`src/rtl/param_seq_processor_if.sv`:
```
// Instruction request / result bundle between an instruction source and param_seq_processor.
interface param_seq_processor_if #(
    parameter int DATA_WIDTH     = 8,
    parameter int REG_ADDR_WIDTH = 3
);
    logic                          start;
    logic [3+2*REG_ADDR_WIDTH-1:0] func;
    logic [DATA_WIDTH-1:0]         dataIn;
    logic [DATA_WIDTH-1:0]         dataOut;
    logic                          busy;
    logic                          done;
    logic                          carry;
    logic                          zero;

    modport master (output start, func, dataIn, input dataOut, busy, done, carry, zero);
    modport slave  (input start, func, dataIn, output dataOut, busy, done, carry, zero);
endinterface

```
`src/rtl/param_seq_processor.sv`:
```
// Multi-cycle register-file processor: one instruction per start/done handshake,
// with carry/zero flags, an iterative shift-add multiply and a registered output port.
module param_seq_processor #(
    parameter int DATA_WIDTH     = 8,
    parameter int REG_ADDR_WIDTH = 3
) (
    input logic                  clock,
    input logic                  reset,
    param_seq_processor_if.slave bus
);
    localparam int W    = DATA_WIDTH;
    localparam int A    = REG_ADDR_WIDTH;
    localparam int NREG = 1 << A;
    localparam int FW   = 3 + 2 * A;
    localparam int CW   = $clog2(W + 1);

    localparam logic [2:0] OP_LOAD = 3'b000;
    localparam logic [2:0] OP_MOVE = 3'b001;
    localparam logic [2:0] OP_ADD  = 3'b010;
    localparam logic [2:0] OP_SUB  = 3'b011;
    localparam logic [2:0] OP_AND  = 3'b100;
    localparam logic [2:0] OP_MUL  = 3'b101;
    localparam logic [2:0] OP_OUT  = 3'b110;

    typedef enum logic [1:0] {S_IDLE, S_EXEC, S_MUL, S_DONE} state_t;
    state_t state, stateNext;

    logic [FW-1:0]    funcReg;
    logic [W-1:0]     dataInReg;
    logic [W-1:0]     regFile [NREG];
    logic [W-1:0]     dataOutReg;
    logic             carryReg;
    logic             zeroReg;
    logic [2*W-1:0]   acc;
    logic [2*W-1:0]   mcand;
    logic [W-1:0]     mplier;
    logic [CW-1:0]    iter;

    logic [2:0]       opCode;
    logic [A-1:0]     rx;
    logic [A-1:0]     ry;
    logic [W-1:0]     opA;
    logic [W-1:0]     opB;
    logic [W:0]       sum;
    logic [W:0]       diff;
    logic [2*W-1:0]   accNext;
    logic [W-1:0]     aluRes;
    logic             aluCarry;
    logic             wrReg;
    logic             wrFlags;
    logic             wrOut;
    logic             capture;
    logic             execStep;
    logic             mulStep;
    logic             mulLast;

    assign opCode  = funcReg[FW-1 -: 3];
    assign rx      = funcReg[2*A-1 -: A];
    assign ry      = funcReg[A-1:0];
    assign opA     = regFile[rx];
    assign opB     = regFile[ry];
    assign sum     = {1'b0, opA} + {1'b0, opB};
    // Bit W of the extended difference is the borrow (set iff opA < opB).
    assign diff    = {1'b0, opA} - {1'b0, opB};
    assign accNext = mplier[0] ? acc + mcand : acc;
    assign mulLast = (iter == CW'(W - 1));

    always_ff @(posedge clock or posedge reset) begin
        if (reset) state <= S_IDLE;
        else       state <= stateNext;
    end

    always_comb begin
        stateNext = state;
        case (state)
            S_IDLE:  if (bus.start) stateNext = S_EXEC;
            S_EXEC:  stateNext = (opCode == OP_MUL) ? S_MUL : S_DONE;
            S_MUL:   if (mulLast) stateNext = S_DONE;
            S_DONE:  stateNext = S_IDLE;
            default: stateNext = S_IDLE;
        endcase
    end

    always_comb begin
        capture  = 1'b0;
        execStep = 1'b0;
        mulStep  = 1'b0;
        bus.busy = 1'b1;
        bus.done = 1'b0;
        case (state)
            S_IDLE: begin
                bus.busy = 1'b0;
                capture  = bus.start;
            end
            S_EXEC:  execStep = 1'b1;
            S_MUL:   mulStep  = 1'b1;
            S_DONE:  bus.done = 1'b1;
            default: ;
        endcase
    end

    always_comb begin
        aluRes   = opB;
        aluCarry = carryReg;
        wrReg    = 1'b0;
        wrFlags  = 1'b0;
        wrOut    = 1'b0;
        case (opCode)
            OP_LOAD: begin aluRes = dataInReg; wrReg = 1'b1; end
            OP_MOVE: begin aluRes = opB; wrReg = 1'b1; end
            OP_ADD:  begin aluRes = sum[W-1:0]; aluCarry = sum[W]; wrReg = 1'b1; wrFlags = 1'b1; end
            OP_SUB:  begin aluRes = diff[W-1:0]; aluCarry = diff[W]; wrReg = 1'b1; wrFlags = 1'b1; end
            OP_AND:  begin aluRes = opA & opB; aluCarry = 1'b0; wrReg = 1'b1; wrFlags = 1'b1; end
            OP_OUT:  wrOut = 1'b1;
            default: ;
        endcase
    end

    always_ff @(posedge clock or posedge reset) begin
        if (reset) begin
            funcReg    <= '0;
            dataInReg  <= '0;
            dataOutReg <= '0;
            carryReg   <= 1'b0;
            zeroReg    <= 1'b0;
            acc        <= '0;
            mcand      <= '0;
            mplier     <= '0;
            iter       <= '0;
            for (int i = 0; i < NREG; i++) regFile[i] <= '0;
        end else begin
            if (capture) begin
                funcReg   <= bus.func;
                dataInReg <= bus.dataIn;
            end
            if (execStep) begin
                if (opCode == OP_MUL) begin
                    acc    <= '0;
                    mcand  <= {{W{1'b0}}, opA};
                    mplier <= opB;
                    iter   <= '0;
                end
                if (wrReg) regFile[rx] <= aluRes;
                if (wrFlags) begin
                    carryReg <= aluCarry;
                    zeroReg  <= (aluRes == '0);
                end
                if (wrOut) dataOutReg <= opA;
            end
            // Fixed W-iteration shift-add; the final step commits straight from accNext.
            if (mulStep) begin
                acc    <= accNext;
                mcand  <= mcand << 1;
                mplier <= mplier >> 1;
                iter   <= iter + CW'(1);
                if (mulLast) begin
                    regFile[rx] <= accNext[W-1:0];
                    carryReg    <= |accNext[2*W-1:W];
                    zeroReg     <= (accNext[W-1:0] == '0);
                end
            end
        end
    end

    assign bus.dataOut = dataOutReg;
    assign bus.carry   = carryReg;
    assign bus.zero    = zeroReg;
endmodule

```
`src/flat_wrapper.sv`:
```
// flat-port wrapper written by rule: the top's interface ports become plain ports
module param_seq_processor_flat 
#(
    parameter int DATA_WIDTH     = 8,
    parameter int REG_ADDR_WIDTH = 3
)
  (clock, reset, bus_start, bus_func, bus_dataIn, bus_dataOut, bus_busy, bus_done, bus_carry, bus_zero);
  param_seq_processor_if #(.DATA_WIDTH(DATA_WIDTH), .REG_ADDR_WIDTH(REG_ADDR_WIDTH)) bus_i ();
  input logic clock;
  input logic reset;
  input wire logic [$bits(bus_i.start)-1:0] bus_start;
  input wire logic [$bits(bus_i.func)-1:0] bus_func;
  input wire logic [$bits(bus_i.dataIn)-1:0] bus_dataIn;
  output wire logic [$bits(bus_i.dataOut)-1:0] bus_dataOut;
  output wire logic [$bits(bus_i.busy)-1:0] bus_busy;
  output wire logic [$bits(bus_i.done)-1:0] bus_done;
  output wire logic [$bits(bus_i.carry)-1:0] bus_carry;
  output wire logic [$bits(bus_i.zero)-1:0] bus_zero;
  assign bus_i.start = bus_start;
  assign bus_i.func = bus_func;
  assign bus_i.dataIn = bus_dataIn;
  assign bus_dataOut = bus_i.dataOut;
  assign bus_busy = bus_i.busy;
  assign bus_done = bus_i.done;
  assign bus_carry = bus_i.carry;
  assign bus_zero = bus_i.zero;
  param_seq_processor #(.DATA_WIDTH(DATA_WIDTH), .REG_ADDR_WIDTH(REG_ADDR_WIDTH)) u_core (.clock(clock), .reset(reset), .bus(bus_i));
endmodule
```
`config.mk`:
```
export PLATFORM = sky130hd
export DESIGN_NAME = param_seq_processor_flat
export DESIGN_NICKNAME = d
export VERILOG_FILES = /design/src/rtl/param_seq_processor_if.sv /design/src/rtl/param_seq_processor.sv /design/src/flat_wrapper.sv
export SDC_FILE = /design/constraint.sdc
export NUM_CORES = 1
export LEC_CHECK = 0
export CAP_MARGIN = 0
export CORE_AREA = 2 2 120 122
export DETAILED_ROUTE_END_ITERATION = 8
export DIE_AREA = 0 0 122 124
export PLACE_DENSITY = 0.85
export SETUP_SLACK_MARGIN = 0.4
export SLEW_MARGIN = 20
export SYNTH_ARGS = -nofsm -noshare
export SYNTH_HDL_FRONTEND = slang
export SYNTH_SLANG_ARGS = --single-unit
```
`constraint.sdc`:
```
create_clock -name clock -period 9.2 [get_ports clock]
set_clock_uncertainty 0.05 [all_clocks]
set_input_delay 2.3 -clock clock [delete_from_list [all_inputs] [get_ports clock]]
set_output_delay 2.3 -clock clock [all_outputs]
set_load 0.02 [all_outputs]
```
==> results.toml <==
[yosys]
ys_seq_area_share_pct = 37.7
ys_ff_latch = 137
yosysTopAreaCell = "dfrtp_1"
synth-main-ff-cell = "dfrtp_1"
synthArstFlopShare_pct = 100
syn_avg_cell_area_um2 = 9.47
synth_warnings = 0
synth.area.top_cells = "dfrtp_1 (38%), mux2i_1 (9.3%), nand2_1 (5.9%)"
synth_cell_types = 69
netlist_instances = 959
synthDominantCellAreaShare_pct = 37.7
synth_edf_count = 0
syn_nets = 1020
syn-cell-area_um2 = 9080

[timing]
drv_slew = 0
grt_setup_unrepaired = "false"
hold_viol = 0
fin_tns_setup_ns = 0
min_period_over_period_pct = 51.1
fmax_mhz = 213
worst_pin_slew_ns = 1.19
min_period_ns = 4.70
finalWorstSetupSlack_ns = 4.50
slew_headroom_pct = 20.7
setup_violations = 0

[worst_setup_path]
worstPathArrival_ns = 5.00
worstPathMaxFanout = 23
reg2reg_depth = 15
cp-end-kind = "flop"
cp.required_ns = 9.50
crit_type = "reg2reg"
startpoint_type = "flop"

[detailed_routing]
routedWlPerCell_um = 22.2
drc = 0
vias = 7880
drt_iter0_markers = 1240
vias_per_cell = 6.81
dr.pass1.iters = 8
drt-total-wl_um = 25700
detail-route-antenna-nets = 0

[cts]
path_clk_slew_ns = 0.06
cts_made_buffers = 17
cts_sinks = 137
cts_setup_buffers = 0
cts_buffer_depth = 2
cts_resized = 0
cts_max_level = 4
tritoncts = "built"
ctsHoldBuffers = 0
clock_latency_ns = 0.43
clockRootBuffer = "clkbuf_16"

[cells_and_area]
num_antenna_cells = 0
nFillCells = 958
fin_area_um2 = 10100
syn_to_final_growth_pct = 11.1
drive_above_1_share_pct = 12.4
nNetsFinal = 1027

[placed_design]
pre_cts_ws_ns = 4.70
placed_area_um2 = 9480
hpwlAfterDp_um = 16900
port_buffers = 31
gp_congestion = 1.04

[global_routing]
overflow = 0
grt_pass1_wl_um = 41100
grt_max_degree = 81
grt_use_total_pct = 35.8
antenna_found_initial = 0
grt_pass1_vias = 7719

[power_and_ir_drop]
power_density_nw_per_um2 = 430
p_leak_nw = 4.38
ir_drop_mv = 0.314

[floorplan]
placeableCoreArea_um2 = 13700
initial_utilization_pct = 66.2
die_x_um = 122
io_pins = 32
die_h_um = 124
row_count = 43
die-area_um2 = 15100

[run_status]
status = "completed"

[min_path]
hp-class = "reg2reg"
hold_depth = 2

[job]
maxCapViolations = 0
==> layer usage <==
| layer | vias up | GRT usage (%) | part of all wire, % |
|---|---|---|---|
| li1 | 3492 | - | - |
| met1 | 3798 | 47.0 | 39 |
| met2 | 467 | 56.1 | 46 |
| met3 | 123 | 8.10 | 10 |
| met4 | 0 | 18.2 | 5.3 |
| met5 | - | 0 | 0 |
==> Yosys cell counts, types with 4 or more instances <==
master / n
nand2_1: 142
dfrtp_1: 137
mux2i_1: 84
a21oi_1: 59
nor2_1: 56
o21ai_1: 52
clkbuf_1: 44
o21ai_0: 41
mux2_2: 40
ha_1: 38
inv_1: 24
nand3_1: 24
mux4_2: 22
a22oi_1: 20
nor3_1: 15
nor2b_1: 12
a211oi_1: 9
a22o_1: 8
a31oi_1: 8
xnor2_1: 8
nand2b_1: 7
nand4_1: 7
a21o_1: 6
o22ai_1: 5
xor2_1: 5
and2_1: 4
and3_1: 4
buf_6: 4
inv_2: 4
nor3b_1: 4
==> registers in the layout, summed over array words and instances, names as in the netlist <==
register / count
u_core.acc: 16
u_core.bus.carry: 1
u_core.bus.dataOut: 8
u_core.bus.zero: 1
u_core.dataInReg: 8
u_core.funcReg: 9
u_core.iter: 4
u_core.mcand: 16
u_core.mplier: 8
u_core.regFile: 64
u_core.state: 2
==> placed cells by master, fill, tap and decap left out, types with 4 or more instances in the layout <==
cell	synthesis	routed
nand2_1	142	142
dfrtp_1	137	137
mux2i_1	84	84
a21oi_1	59	59
o21ai_1	52	52
nor2_1	56	51
o21ai_0	41	41
mux2_2	40	40
ha_1	38	38
clkdlybuf4s50_1	0	31
nand3_1	24	24
inv_1	24	23
mux4_2	22	22
a22oi_1	20	20
clkbuf_16	0	17
nor3_1	15	14
nor2b_1	12	12
buf_4	0	10
a211oi_1	9	9
xnor2_1	8	8
a22o_1	8	8
nand4_1	7	7
nand2b_1	7	7
a31oi_1	8	7
a21o_1	6	6
o22ai_1	5	5
xor2_1	5	5
nor2_2	0	5
clkbuf_8	0	5
inv_2	4	4
and2_1	4	4
nor3b_1	4	4
and3_1	4	4
==> path summary, 6_finish.rpt <==
kind                                                      to  slack, ns                           from
setup / recovery                u_core.regFile[60]$_DFF_PP0_       4.50  u_core.funcReg[5]$_DFFE_PP0P_
hold / removal                  u_core.mplier[6]$_DFFE_PP0P_       0.44   u_core.mplier[6]$_DFFE_PP0P_
setup reg to reg                u_core.regFile[60]$_DFF_PP0_       4.50  u_core.funcReg[5]$_DFFE_PP0P_
hold reg to reg                 u_core.mplier[6]$_DFFE_PP0P_       0.44   u_core.mplier[6]$_DFFE_PP0P_
max in group asynchronous  u_core.bus.dataOut[1]$_DFFE_PP0P_       5.77                          reset
min in group asynchronous        u_core.regFile[3]$_DFF_PP0_       2.24                          reset
==> final cells by class <==
type / count / area [um2] / area share, %
clock buffer: 24 / 502 / 4.97
inverter: 28 / 110 / 1.09
timing repair buffer: 42 / 397 / 3.93
multi-input combinational: 740 / 5340 / 52.9
tap: 180 / 225 / 2.23
clock inverter: 6 / 88.8 / 0.881
sequential: 137 / 3430 / 34.0
==> worst max-delay path, stage by stage, from the launching register on <==
cell     delay, ns
dfrtp_1       0.50
buf_4         0.37
nor2_1        0.11
a22oi_1       0.17
nand2_1       0.07
a21oi_1       0.52
inv_1         0.10
ha_1          0.28
fa_1          0.42
a21oi_1       0.31
o211a_1       0.20
nor3_1        0.04
or3b_1        0.36
a31oi_1       0.72
mux2i_1       0.20
o21ai_1       0.21
==> logic make-up (layout without fill, tap and decap cells) <==
logic type	count (synthesis)	after routing	synth area share, %
simple gates	289	289	14.1
compound gates	247	247	16.9
buf+inv	82	100	3.76
mux	150	150	20.3
xor+xnor	13	13	1.25
fa+ha+maj	41	41	5.90
flops	137	137	37.7
==> report_power, final <==
group / leakage, nW / switching [mW] / internal (mW)
registers: 1.78 / 0.295 / 0.836
logic: 2.32 / 1.52 / 0.979
clock network: 0.284 / 0.270 / 0.432
total: 4.38 / 2.09 / 2.25
==> metrics by stage <==
| stage | total power [mW] | hold slack [ns] | utilization, % | std cells |
|---|---|---|---|---|
| after floorplan | 2.87 | 0.399 | - | 959 |
| after global placement | 3.46 | 0.410 | 69.1 | 1127 |
| after detailed placement | 3.52 | 0.419 | 69.1 | 1127 |
| after CTS | 4.24 | 0.433 | 73.4 | 1157 |
| after global routing | 4.58 | 0.470 | 73.5 | 1157 |
| final | 4.33 | 0.435 | 73.5 | 1157 |
(Power assumes the default switching activity.)
